==> config.mk <==
export PLATFORM = sky130hd
export DESIGN_NAME = cpu_control_fsm_flat
export DESIGN_NICKNAME = d
export VERILOG_FILES = /design/src/rtl/cpu_control_fsm_if.sv /design/src/rtl/cpu_control_fsm.sv /design/src/flat_wrapper.sv
export SDC_FILE = /design/constraint.sdc
export NUM_CORES = 1
export LEC_CHECK = 0
export CAP_MARGIN = 20
export CELL_PAD_IN_SITES_DETAIL_PLACEMENT = 0
export CELL_PAD_IN_SITES_GLOBAL_PLACEMENT = 1
export CORE_MARGIN = 4
export CORE_UTILIZATION = 45
export DETAILED_ROUTE_END_ITERATION = 10
export DONT_BUFFER_PORTS = 1
export PLACE_DENSITY = 0.78
export SLEW_MARGIN = 20
export SYNTH_ARGS = -nofsm -noshare
export SYNTH_HDL_FRONTEND = slang
export SYNTH_SLANG_ARGS = --single-unit
==> constraint.sdc <==
create_clock -name clk -period 2.3 [get_ports clk]
set_input_delay 0.345 -clock clk [delete_from_list [all_inputs] [get_ports clk]]
set_output_delay 0.345 -clock clk [all_outputs]
set_load 0.05 [all_outputs]
==> src/rtl/cpu_control_fsm_if.sv <==
// Control bundle between the CPU control FSM and the 16-bit datapath.
interface cpu_control_fsm_if;
   logic [15:0] ir_out;
   logic        z;
   logic        n;
   logic        pc_inc;
   logic [1:0]  pc_mux_sel;
   logic        ir_enable;
   logic        alu_sub;
   logic        alu_mux_a_sel;
   logic [2:0]  alu_mux_b_sel;
   logic [2:0]  rf_w_addr;
   logic        rf_write_en;
   logic        rf_only_high;
   logic [1:0]  rf_mux_sel;
   logic        mem_mux_sel;
   logic        z_en;
   logic        n_en;
   logic        o_mem_rd;
   logic        o_mem_wr;
   logic        o_instr_done;

   modport master (
      input  ir_out, z, n,
      output pc_inc, pc_mux_sel, ir_enable, alu_sub, alu_mux_a_sel, alu_mux_b_sel,
             rf_w_addr, rf_write_en, rf_only_high, rf_mux_sel, mem_mux_sel,
             z_en, n_en, o_mem_rd, o_mem_wr, o_instr_done
   );

   modport slave (
      output ir_out, z, n,
      input  pc_inc, pc_mux_sel, ir_enable, alu_sub, alu_mux_a_sel, alu_mux_b_sel,
             rf_w_addr, rf_write_en, rf_only_high, rf_mux_sel, mem_mux_sel,
             z_en, n_en, o_mem_rd, o_mem_wr, o_instr_done
   );
endinterface

==> src/rtl/cpu_control_fsm.sv <==
// Multicycle control unit for the 16-bit CPU: sequences fetch/decode/execute/memory phases.
// Strobes are registered from the next state, so each one is valid for exactly its state.
module cpu_control_fsm #(
   parameter int unsigned MEM_RD_LATENCY = 1
) (
   input  logic              clk,
   input  logic              rst,
   cpu_control_fsm_if.master bus
);

   typedef enum logic [2:0] {
      S_RESET  = 3'd0,
      S_FETCH  = 3'd1,
      S_FWAIT  = 3'd2,
      S_DECODE = 3'd3,
      S_EXEC   = 3'd4,
      S_LWAIT  = 3'd5
   } state_t;

   typedef struct packed {
      logic       pc_inc;
      logic [1:0] pc_mux_sel;
      logic       ir_enable;
      logic       alu_sub;
      logic       alu_mux_a_sel;
      logic [2:0] alu_mux_b_sel;
      logic [2:0] rf_w_addr;
      logic       rf_write_en;
      logic       rf_only_high;
      logic [1:0] rf_mux_sel;
      logic       mem_mux_sel;
      logic       z_en;
      logic       n_en;
      logic       mem_rd;
      logic       mem_wr;
      logic       instr_done;
   } ctrl_t;

   localparam ctrl_t      CTRL_IDLE = ctrl_t'(22'd0);
   localparam logic [2:0] LAST_WAIT = 3'(MEM_RD_LATENCY - 32'd1);

   localparam logic [3:0] OP_MV   = 4'd0;
   localparam logic [3:0] OP_ADD  = 4'd1;
   localparam logic [3:0] OP_SUB  = 4'd2;
   localparam logic [3:0] OP_CMP  = 4'd3;
   localparam logic [3:0] OP_LD   = 4'd4;
   localparam logic [3:0] OP_ST   = 4'd5;
   localparam logic [3:0] OP_MVHI = 4'd6;
   localparam logic [3:0] OP_JR   = 4'd8;
   localparam logic [3:0] OP_JZ   = 4'd9;
   localparam logic [3:0] OP_JN   = 4'd10;
   localparam logic [3:0] OP_CALL = 4'd12;

   state_t     state_r;
   state_t     state_nxt_s;
   logic [2:0] cnt_r;
   logic [2:0] cnt_nxt_s;
   ctrl_t      ctrl_r;
   ctrl_t      ctrl_nxt_s;

   // Strobes that belong to a given state/counter value for the current instruction.
   function automatic ctrl_t ctrl_for(input state_t st, input logic [2:0] cnt,
                                      input logic [15:0] ir, input logic zf, input logic nf);
      ctrl_t      c;
      logic [1:0] jsel;
      logic [2:0] bsel;
      c    = CTRL_IDLE;
      jsel = ir[4] ? 2'd1 : 2'd2;
      bsel = {2'b00, ir[4]};
      case (st)
         S_FETCH: begin
            c.mem_rd      = 1'b1;
            c.mem_mux_sel = 1'b0;
         end
         S_FWAIT: begin
            if (cnt == LAST_WAIT) begin
               c.ir_enable  = 1'b1;
               c.pc_inc     = 1'b1;
               c.pc_mux_sel = 2'd0;
            end else begin
               c = CTRL_IDLE;
            end
         end
         S_EXEC: begin
            c.instr_done = (ir[3:0] != OP_LD);
            case (ir[3:0])
               OP_MV: begin
                  c.alu_mux_a_sel = 1'b1;
                  c.alu_mux_b_sel = bsel;
                  c.rf_write_en   = 1'b1;
                  c.rf_w_addr     = ir[7:5];
               end
               OP_ADD, OP_SUB, OP_CMP: begin
                  c.alu_mux_b_sel = bsel;
                  c.alu_sub       = (ir[3:0] != OP_ADD);
                  c.rf_write_en   = (ir[3:0] != OP_CMP);
                  c.rf_w_addr     = ir[7:5];
                  c.z_en          = 1'b1;
                  c.n_en          = 1'b1;
               end
               OP_LD: begin
                  c.mem_rd      = 1'b1;
                  c.mem_mux_sel = 1'b1;
               end
               OP_ST: begin
                  c.mem_wr      = 1'b1;
                  c.mem_mux_sel = 1'b1;
               end
               OP_MVHI: begin
                  // Only the immediate form exists; the register form decodes as a no-op.
                  if (ir[4]) begin
                     c.alu_mux_a_sel = 1'b1;
                     c.alu_mux_b_sel = 3'd2;
                     c.rf_only_high  = 1'b1;
                     c.rf_write_en   = 1'b1;
                     c.rf_w_addr     = ir[7:5];
                  end else begin
                     c.rf_write_en = 1'b0;
                  end
               end
               OP_JR: begin
                  c.pc_inc     = 1'b1;
                  c.pc_mux_sel = jsel;
               end
               OP_JZ, OP_JN: begin
                  if ((ir[3:0] == OP_JZ) ? zf : nf) begin
                     c.pc_inc     = 1'b1;
                     c.pc_mux_sel = jsel;
                  end else begin
                     c.pc_inc = 1'b0;
                  end
               end
               OP_CALL: begin
                  c.pc_inc      = 1'b1;
                  c.pc_mux_sel  = jsel;
                  c.rf_write_en = 1'b1;
                  c.rf_w_addr   = 3'd7;
                  c.rf_mux_sel  = 2'd2;
               end
               default: c.instr_done = 1'b1;
            endcase
         end
         S_LWAIT: begin
            if (cnt == LAST_WAIT) begin
               c.rf_write_en = 1'b1;
               c.rf_mux_sel  = 2'd1;
               c.rf_w_addr   = ir[7:5];
               c.instr_done  = 1'b1;
            end else begin
               c = CTRL_IDLE;
            end
         end
         default: c = CTRL_IDLE;
      endcase
      return c;
   endfunction

   // Next-state, wait-counter and next-strobe computation.
   always_comb begin
      state_nxt_s = state_r;
      cnt_nxt_s   = cnt_r;
      case (state_r)
         S_RESET:  state_nxt_s = S_FETCH;
         S_FETCH: begin
            state_nxt_s = S_FWAIT;
            cnt_nxt_s   = 3'd0;
         end
         S_FWAIT: begin
            if (cnt_r == LAST_WAIT) begin
               state_nxt_s = S_DECODE;
            end else begin
               cnt_nxt_s = cnt_r + 3'd1;
            end
         end
         S_DECODE: state_nxt_s = S_EXEC;
         S_EXEC: begin
            if (bus.ir_out[3:0] == OP_LD) begin
               state_nxt_s = S_LWAIT;
               cnt_nxt_s   = 3'd0;
            end else begin
               state_nxt_s = S_FETCH;
            end
         end
         S_LWAIT: begin
            if (cnt_r == LAST_WAIT) begin
               state_nxt_s = S_FETCH;
            end else begin
               cnt_nxt_s = cnt_r + 3'd1;
            end
         end
         default: state_nxt_s = S_RESET;
      endcase
      ctrl_nxt_s = ctrl_for(state_nxt_s, cnt_nxt_s, bus.ir_out, bus.z, bus.n);
   end

   // State, counter and strobe registers; reset clears all strobes without waiting for clk.
   always_ff @(posedge clk or negedge rst) begin
      if (!rst) begin
         state_r <= S_RESET;
         cnt_r   <= 3'd0;
         ctrl_r  <= CTRL_IDLE;
      end else begin
         state_r <= state_nxt_s;
         cnt_r   <= cnt_nxt_s;
         ctrl_r  <= ctrl_nxt_s;
      end
   end

   assign bus.pc_inc        = ctrl_r.pc_inc;
   assign bus.pc_mux_sel    = ctrl_r.pc_mux_sel;
   assign bus.ir_enable     = ctrl_r.ir_enable;
   assign bus.alu_sub       = ctrl_r.alu_sub;
   assign bus.alu_mux_a_sel = ctrl_r.alu_mux_a_sel;
   assign bus.alu_mux_b_sel = ctrl_r.alu_mux_b_sel;
   assign bus.rf_w_addr     = ctrl_r.rf_w_addr;
   assign bus.rf_write_en   = ctrl_r.rf_write_en;
   assign bus.rf_only_high  = ctrl_r.rf_only_high;
   assign bus.rf_mux_sel    = ctrl_r.rf_mux_sel;
   assign bus.mem_mux_sel   = ctrl_r.mem_mux_sel;
   assign bus.z_en          = ctrl_r.z_en;
   assign bus.n_en          = ctrl_r.n_en;
   assign bus.o_mem_rd      = ctrl_r.mem_rd;
   assign bus.o_mem_wr      = ctrl_r.mem_wr;
   assign bus.o_instr_done  = ctrl_r.instr_done;

endmodule

==> src/flat_wrapper.sv <==
// flat-port wrapper written by rule: the top's interface ports become plain ports
module cpu_control_fsm_flat 
#(
   parameter int unsigned MEM_RD_LATENCY = 1
)
  (clk, rst, bus_ir_out, bus_z, bus_n, bus_pc_inc, bus_pc_mux_sel, bus_ir_enable, bus_alu_sub, bus_alu_mux_a_sel, bus_alu_mux_b_sel, bus_rf_w_addr, bus_rf_write_en, bus_rf_only_high, bus_rf_mux_sel, bus_mem_mux_sel, bus_z_en, bus_n_en, bus_o_mem_rd, bus_o_mem_wr, bus_o_instr_done);
  cpu_control_fsm_if bus_i ();
  input  logic clk;
  input  logic rst;
  input wire logic [$bits(bus_i.ir_out)-1:0] bus_ir_out;
  input wire logic [$bits(bus_i.z)-1:0] bus_z;
  input wire logic [$bits(bus_i.n)-1:0] bus_n;
  output wire logic [$bits(bus_i.pc_inc)-1:0] bus_pc_inc;
  output wire logic [$bits(bus_i.pc_mux_sel)-1:0] bus_pc_mux_sel;
  output wire logic [$bits(bus_i.ir_enable)-1:0] bus_ir_enable;
  output wire logic [$bits(bus_i.alu_sub)-1:0] bus_alu_sub;
  output wire logic [$bits(bus_i.alu_mux_a_sel)-1:0] bus_alu_mux_a_sel;
  output wire logic [$bits(bus_i.alu_mux_b_sel)-1:0] bus_alu_mux_b_sel;
  output wire logic [$bits(bus_i.rf_w_addr)-1:0] bus_rf_w_addr;
  output wire logic [$bits(bus_i.rf_write_en)-1:0] bus_rf_write_en;
  output wire logic [$bits(bus_i.rf_only_high)-1:0] bus_rf_only_high;
  output wire logic [$bits(bus_i.rf_mux_sel)-1:0] bus_rf_mux_sel;
  output wire logic [$bits(bus_i.mem_mux_sel)-1:0] bus_mem_mux_sel;
  output wire logic [$bits(bus_i.z_en)-1:0] bus_z_en;
  output wire logic [$bits(bus_i.n_en)-1:0] bus_n_en;
  output wire logic [$bits(bus_i.o_mem_rd)-1:0] bus_o_mem_rd;
  output wire logic [$bits(bus_i.o_mem_wr)-1:0] bus_o_mem_wr;
  output wire logic [$bits(bus_i.o_instr_done)-1:0] bus_o_instr_done;
  assign bus_i.ir_out = bus_ir_out;
  assign bus_i.z = bus_z;
  assign bus_i.n = bus_n;
  assign bus_pc_inc = bus_i.pc_inc;
  assign bus_pc_mux_sel = bus_i.pc_mux_sel;
  assign bus_ir_enable = bus_i.ir_enable;
  assign bus_alu_sub = bus_i.alu_sub;
  assign bus_alu_mux_a_sel = bus_i.alu_mux_a_sel;
  assign bus_alu_mux_b_sel = bus_i.alu_mux_b_sel;
  assign bus_rf_w_addr = bus_i.rf_w_addr;
  assign bus_rf_write_en = bus_i.rf_write_en;
  assign bus_rf_only_high = bus_i.rf_only_high;
  assign bus_rf_mux_sel = bus_i.rf_mux_sel;
  assign bus_mem_mux_sel = bus_i.mem_mux_sel;
  assign bus_z_en = bus_i.z_en;
  assign bus_n_en = bus_i.n_en;
  assign bus_o_mem_rd = bus_i.o_mem_rd;
  assign bus_o_mem_wr = bus_i.o_mem_wr;
  assign bus_o_instr_done = bus_i.o_instr_done;
  cpu_control_fsm #(.MEM_RD_LATENCY(MEM_RD_LATENCY)) u_core (.clk(clk), .rst(rst), .bus(bus_i));
endmodule
==> metrics.md, run 1 <==
| Metric | Value |
|---|---|
| Tot GR Track Use | `15.8%` |
| Most frequent cell after synthesis | `dfrtp_1` |
| Die area | `0.00418 sq mm` |
| Worst EP arrival | `2190 ps` |
| Clk buf depth | `2` |
| Ys Warns | `0` |
| Total length of routed wires | `3080 um` |
| Dpl hpwl | `2280 um` |
| Number of diodes | `0` |
| Starting DRT DRC Count | `69` |
| Worst Tran Pin Value | `521 ps` |
| Slew headroom | `65.3%` |
| CTS tree | `built` |
| Die span in x | `64.7 um` |
| TritonCTS Buffers | `3` |
| Power Internal | `0.769 mW` |
| Max cap viols | `0` |
| Grt total ovfl | `0` |
| Sequential share of power | `58.1%` |
| CTS Sinks | `26` |
| Finish-stage setup viols | `0` |
| Detailed-router iteration count before antenna repair | `4` |
| Most used DFF post-synth | `dfrtp_1` |
| Fin util | `49.4%` |
| Post-Syn Area per Cell | `9.76 sq um` |
| Rows | `20` |
| Slowest cell on the critical path | `dfrtp_1` |
| Post-layout min period | `1970 ps` |
| Critical path launch point type | `flip-flop` |
| Syn nets | `170` |
| P&R area growth vs syn | `4.33%` |
| Worst Hold Class | `input pin to flip-flop` |
| Layout Skew | `6.78 ps` |
| Yosys cell types | `51` |
| First-pass GRT wire length | `5170 um` |
| Antenna viol nets, final | `0` |
| Gpl congestion | `0.810` |
| Status | `finished clean` |
| LEAKAGE | `0.643 nW` |
| Via count | `1078` |
| Psw | `0.701 mW` |
| Core Footprint | `0.00305 sq mm` |
| Switching share of power | `47.7%` |
| I/O pin count | `42` |
| Share of cells above drive strength 1 | `12.4%` |
| Synthesized area | `0.00145 sq mm` |
| CP required | `2510 ps` |
| VDD IR max | `0.000329 V` |
| Vias in the first global route | `1092` |
| Port Buffers | `0` |
| Fraction of registers with async set/reset | `100%` |
| Post-Syn Instances | `148` |
| Yosys reg bits | `26` |
| Setup bufs post-CTS | `0` |
| Area leader, netlist | `dfrtp_1` |
| Clock Pin Slew Worst Setup and Hold Paths | `140 ps` |
| Period utilisation layout | `85.8%` |
| CTS root buf | `clkbuf_4` |
| Synth cell count leaders | `dfrtp_1 (26), nand2_1 (17), nor2_1 (17), inv_1 (8), o21ai_0 (7)` |
| Vias per Instance | `5.70` |
| Post-synth EDFFs | `0` |
| Fillcell total | `306` |
| Die Height | `64.7 um` |
| Crit Path Category | `flip-flop to flip-flop` |
| Crit-path cells | `inv_1 > ha_1 > nand2b_4 > a21oi_1 > a211oi_2 > a211oi_4 > o41ai_1` |
| WL/cell | `16.3 um` |
| Setup TNS | `0 ps` |
| H-tree Lvls | `1` |
| Largest net degree at the start of global routing | `27` |
| Critical path's largest stage delay | `460 ps` |
| Slew Limit Fails | `0` |
| Seq/Total Area, Yosys | `45.0%` |
| RSZ-0062 raised after global routing | `false` |
| Pwr dens | `975 mW/mm^2` |
| Synth area leaders | `dfrtp_1 (45%), nand2_1 (4.4%), nor2_1 (4.4%)` |
| # DRC | `0` |
| Initial Util | `47.3%` |
| Max Freq | `0.507 GHz` |
| CP Max Fanout | `11` |
| Final hold vios | `0` |
| Setup crit end kind | `flip-flop` |
| Nets | `168` |
| Initial antenna violation count | `0` |
| Logic pwr share | `26.3%` |
| Worst skew pair latency | `320 ps` |
| Clock network fraction of total power | `15.6%` |
| Top-area cell type share of the netlist area | `45.0%` |
critical path: cells and delay by family, from the launching register on:
kind / cells / cell delay (ps)
fa+ha+maj: 1 / 240
buf+inv: 1 / 100
simple gates: 1 / 150
flops: 1 / 460
compound gates: 4 / 920
worst paths after layout:
path / start / endpoint / slack (ps) / depth (start not counted)
hold reg to reg: u_core.cnt_r[1] / u_core.cnt_r[1] / 710 / 2
hold / removal: bus_ir_out[4] / u_core.bus.pc_mux_sel[1] / 60 / 1
max in group asynchronous: rst / u_core.bus.o_mem_rd / 1690 / 2
setup reg to reg: u_core.cnt_r[1] / u_core.bus.rf_w_addr[2] / 330 / 7
setup / recovery: u_core.cnt_r[1] / u_core.bus.rf_w_addr[2] / 330 / 7
min in group asynchronous: rst / u_core.state_r[2] / 470 / 2
final cells by class:
class,instances,area [sq um],area share (%)
inverters,9,33.8,2.24
flip-flops and latches,26,651,43.2
repair buffers,4,45.0,2.99
clock buffers,4,36.3,2.41
well taps,44,55.1,3.65
multi-input cells,102,687,45.6
stage by stage:
step | hold WS [ps] | cell area (sq um) | cells | setup slack, ps | power (mW)
after floorplan | 49.4 | 1450 | 148 | 555 | 1.16
after global placement | 49.9 | 1440 | 183 | 374 | 1.22
after detailed placement | 49.8 | 1440 | 183 | 373 | 1.23
after CTS | 52.2 | 1510 | 189 | 333 | 1.47
after global routing | 51.3 | 1510 | 189 | 194 | 1.55
final | 64.6 | 1510 | 189 | 326 | 1.47
flip-flops by register name, indices dropped and copies added (netlist names), 2 cells and up:
register	flops
u_core.bus.rf_w_addr	3
u_core.cnt_r	3
u_core.state_r	3
u_core.bus.alu_mux_b_sel	2
u_core.bus.pc_mux_sel	2
u_core.bus.rf_mux_sel	2
power groups by stage:
stage / Combinational, mW / Clock, mW / Sequential (mW)
global placement: 0.362 / 0 / 0.861
global route: 0.433 / 0.250 / 0.868
finish: 0.387 / 0.230 / 0.854
detailed placement: 0.370 / 0 / 0.862
floorplan: 0.391 / 0 / 0.774
CTS: 0.385 / 0.238 / 0.851
per-layer routing:
metal | global-route usage [%] | part of all wire [%] | routed length, um
met1 | 20.7 | 44 | 1360
met2 | 25.6 | 50 | 1540
met3 | 3.12 | 4.6 | 142
met4 | 6.07 | 0.94 | 29
met5 | 0 | 0 | 0
placed cells by master (no fill, tap or decap), types with 2 or more instances in the layout:
master	synthesis	final
dfrtp_1	26	26
o41ai_1	3	3
nor4_1	4	4
xnor2_1	2	2
inv_1	8	8
o22ai_1	2	2
a2bb2oi_1	4	4
nor2_1	17	17
clkbuf_4	0	3
a21oi_1	5	5
nor4b_1	4	4
o21ai_0	7	7
nor2b_1	2	2
nand2_1	17	17
nand3_1	2	2
buf_4	4	2
o32ai_1	2	2
ha_1	2	2
timing repair:
action / in CTS / in global routing
resized for setup: 0 / 0
endpoints found under the hold margin: 26 / 0
hold buffers: 2 / 0
kinds of logic after synthesis:
family,count (synthesis),share of synthesized area (%)
compound gates,39,21.6
other cells,1,0.259
simple gates,57,22.1
xor+xnor,2,1.21
buf+inv,20,7.45
mux,1,0.693
fa+ha+maj,2,1.73
flops,26,45.0
(Power assumes the default switching activity.)
==> run 2: changes to the inputs <==
HOLD_SLACK_MARGIN = 0.12   (was not set)
==> run 2 against run 1 <==
  * Clock-buffer cell count is the same
  * Global-route usage is 0.33 points higher
  * Via count rose by 1.7%
  * Critical path depth shrank 2
  * Register-to-register slack got worse by 180 ps
  * Critical path type unchanged
  * Critical endpoint is now u_core.bus.rf_mux_sel[1]
==> metrics.md, run 2 (synthesis gave the netlist of run 1 again) <==
| Metric | Value |
|---|---|
| Status | `finished clean` |
| Largest net degree at the start of global routing | `27 (unchanged)` |
| H-tree Lvls | `1 (unchanged)` |
| CP required | `2560 ps (+50 ps)` |
| Grt total ovfl | `0 (unchanged)` |
| Via count | `1096 (+1.7%)` |
| Total length of routed wires | `3150 um (+2.3%)` |
| Slew headroom | `65.5% (+0.22 points)` |
| Placed cell areas | `0.00144 sq mm (unchanged)` |
| VDD IR max | `0.000329 V (about the same)` |
| Dpl hpwl | `2280 um (unchanged)` |
| Share of cells above drive strength 1 | `11.9% (-0.49 points)` |
| Max Used Layer | `met4` |
| WL/cell | `16.1 um (-0.87%)` |
| CTS Sinks | `26 (unchanged)` |
| Antenna viol nets, final | `0 (unchanged)` |
| Commonest cells after routing, fill and taps aside | `dfrtp_1 (26), nor2_1 (17), nand2_1 (17), inv_1 (8)` |
| I/O pin count | `42 (unchanged)` |
| Crit Path Category | `flip-flop to flip-flop` |
| Setup TNS | `0 ps (unchanged)` |
| Critical path launch point type | `flip-flop` |
| Max Freq | `0.464 GHz (-8.5%)` |
| Worst Hold Class | `input pin to flip-flop` |
| Port Buffers | `0 (unchanged)` |
| First-pass GRT wire length | `5280 um (+2.1%)` |
| Pwr dens | `943 mW/mm^2 (-3.3%)` |
| Post-layout min period | `2160 ps (+183 ps)` |
| Critical path's largest stage delay | `650 ps (+190 ps)` |
| # DRC | `0 (unchanged)` |
| Worst EP arrival | `2420 ps (+230 ps)` |
| Vias per Instance | `5.62 (-1.5%)` |
| Nets | `174 (+3.6%)` |
| LEAKAGE | `0.671 nW (+4.3%)` |
| Layout Skew | `9.02 ps (+2.23 ps)` |
| Worst skew pair latency | `320 ps (about the same)` |
| P&R area growth vs syn | `8.48%` |
| Detailed-router iteration count before antenna repair | `4 (unchanged)` |
| Setup crit end kind | `flip-flop` |
| RSZ-0062 raised after global routing | `false` |
| Worst Tran Pin Value | `518 ps (-3.26 ps)` |
| TritonCTS Buffers | `3 (unchanged)` |
| Routed met2 length | `1580 um (+2.6%)` |
| Core Footprint | `0.00305 sq mm (unchanged)` |
| Most common cell after layout, fill and taps aside | `dfrtp_1` |
| Die area | `0.00418 sq mm (unchanged)` |
| CTS tree | `built` |
| Met1 WL | `1420 um (+4.6%)` |
| Met3 WL post-DR | `110 um (-23%)` |
| Slowest cell on the critical path | `dfrtp_1` |
| Crit-path cells | `inv_2 > nor2_1 > nand2_1 > nor4_1 > dlygate4sd3_1` |
| Period utilisation layout | `93.8% (+8.0 points)` |
| Cell area after layout | `0.00157 sq mm (+4.0%)` |
| Clock Pin Slew Worst Setup and Hold Paths | `140 ps (about the same)` |
| Clk buf depth | `2 (unchanged)` |
| Fillcell total | `301 (-1.6%)` |
| Finish-stage setup viols | `0 (unchanged)` |
| Vias in the first global route | `1121 (+2.7%)` |
| Slew Limit Fails | `0 (unchanged)` |
| Number of diodes | `0 (unchanged)` |
| Die Height | `64.7 um (unchanged)` |
| Rows | `20 (unchanged)` |
| Max cap viols | `0 (unchanged)` |
| CP Max Fanout | `13 (+2)` |
| Final hold vios | `0 (unchanged)` |
| Die span in x | `64.7 um (unchanged)` |
| Initial antenna violation count | `0 (unchanged)` |
| Post-CTS sizing | `0 (unchanged)` |
| Starting DRT DRC Count | `70 (+1.4%)` |
| Initial Util | `47.3% (unchanged)` |
| CTS root buf | `clkbuf_4` |
| Gpl congestion | `0.810 (unchanged)` |
| Tot GR Track Use | `16.1% (+0.33 points)` |
==> run 2: changes by cell type in the layout (fill, tap and decap cells not counted), sizes merged <==
cell	delta
dlygate4sd3	+6
==> run 2: cell type report <==
type / count / area [sq um] / area share (%)
Clock buffer: 4 / 36.3 / 2.31
Inverter: 9 / 33.8 / 2.15
Timing Repair Buffer: 10 / 105 / 6.70
Sequential cell: 26 / 651 / 41.5
Tap cell: 44 / 55.1 / 3.51
Multi-Input combinational cell: 102 / 687 / 43.8
==> run 2: worst paths after layout <==
| check | depth (start not counted) | end | slack, ps | start |
|---|---|---|---|---|
| worst max-delay path | 5 | u_core.bus.rf_mux_sel[1] | 140 | u_core.state_r[0] |
| worst min-delay path | 2 | u_core.bus.rf_w_addr[1] | 150 | bus_ir_out[6] |
| worst max register to register | 5 | u_core.bus.rf_mux_sel[1] | 140 | u_core.state_r[0] |
| worst min register to register | 2 | u_core.cnt_r[1] | 710 | u_core.cnt_r[1] |
| max in group asynchronous | 2 | u_core.bus.o_mem_rd | 1680 | rst |
| min in group asynchronous | 2 | u_core.state_r[2] | 470 | rst |
==> run 2: metal layers <==
layer,global-route usage [%],vias up
met1,21.2,535
met5,0,-
met2,26.7,23
li1,-,536
met3,2.43,2
met4,6.07,0
==> run 2: what timing repair did <==
| action | CTS | global route |
|---|---|---|
| buffers inserted | 0 | 0 |
| endpoints found under the hold margin | 34 | 0 |
| hold buffers | 8 | 0 |
==> run 2: worst max-delay path, delay by kind of cell (launching register included) <==
family / cells / cell delay (ps)
buf+inv: 2 / 730
flops: 1 / 650
simple gates: 3 / 730
==> run 2: through the flow <==
step / setup WS [ps] / power (mW) / std cells / hold slack [ps] / util, %
2_1_floorplan: 555 / 1.16 / 148 / 49.4 / -
3_3_place_gp: 374 / 1.22 / 183 / 49.9 / 47.2
5_1_grt: 22.2 / 1.56 / 195 / 132 / 51.4
4_1_cts: 208 / 1.48 / 195 / 136 / 51.4
3_5_place_dp: 373 / 1.23 / 183 / 49.8 / 47.2
6_report: 143 / 1.48 / 195 / 147 / 51.4
==> run 2: report_power, final <==
group	switching (mW)	internal (mW)
clock	0.131	0.0967
combinational	0.251	0.145
sequential	0.320	0.534
total	0.702	0.776
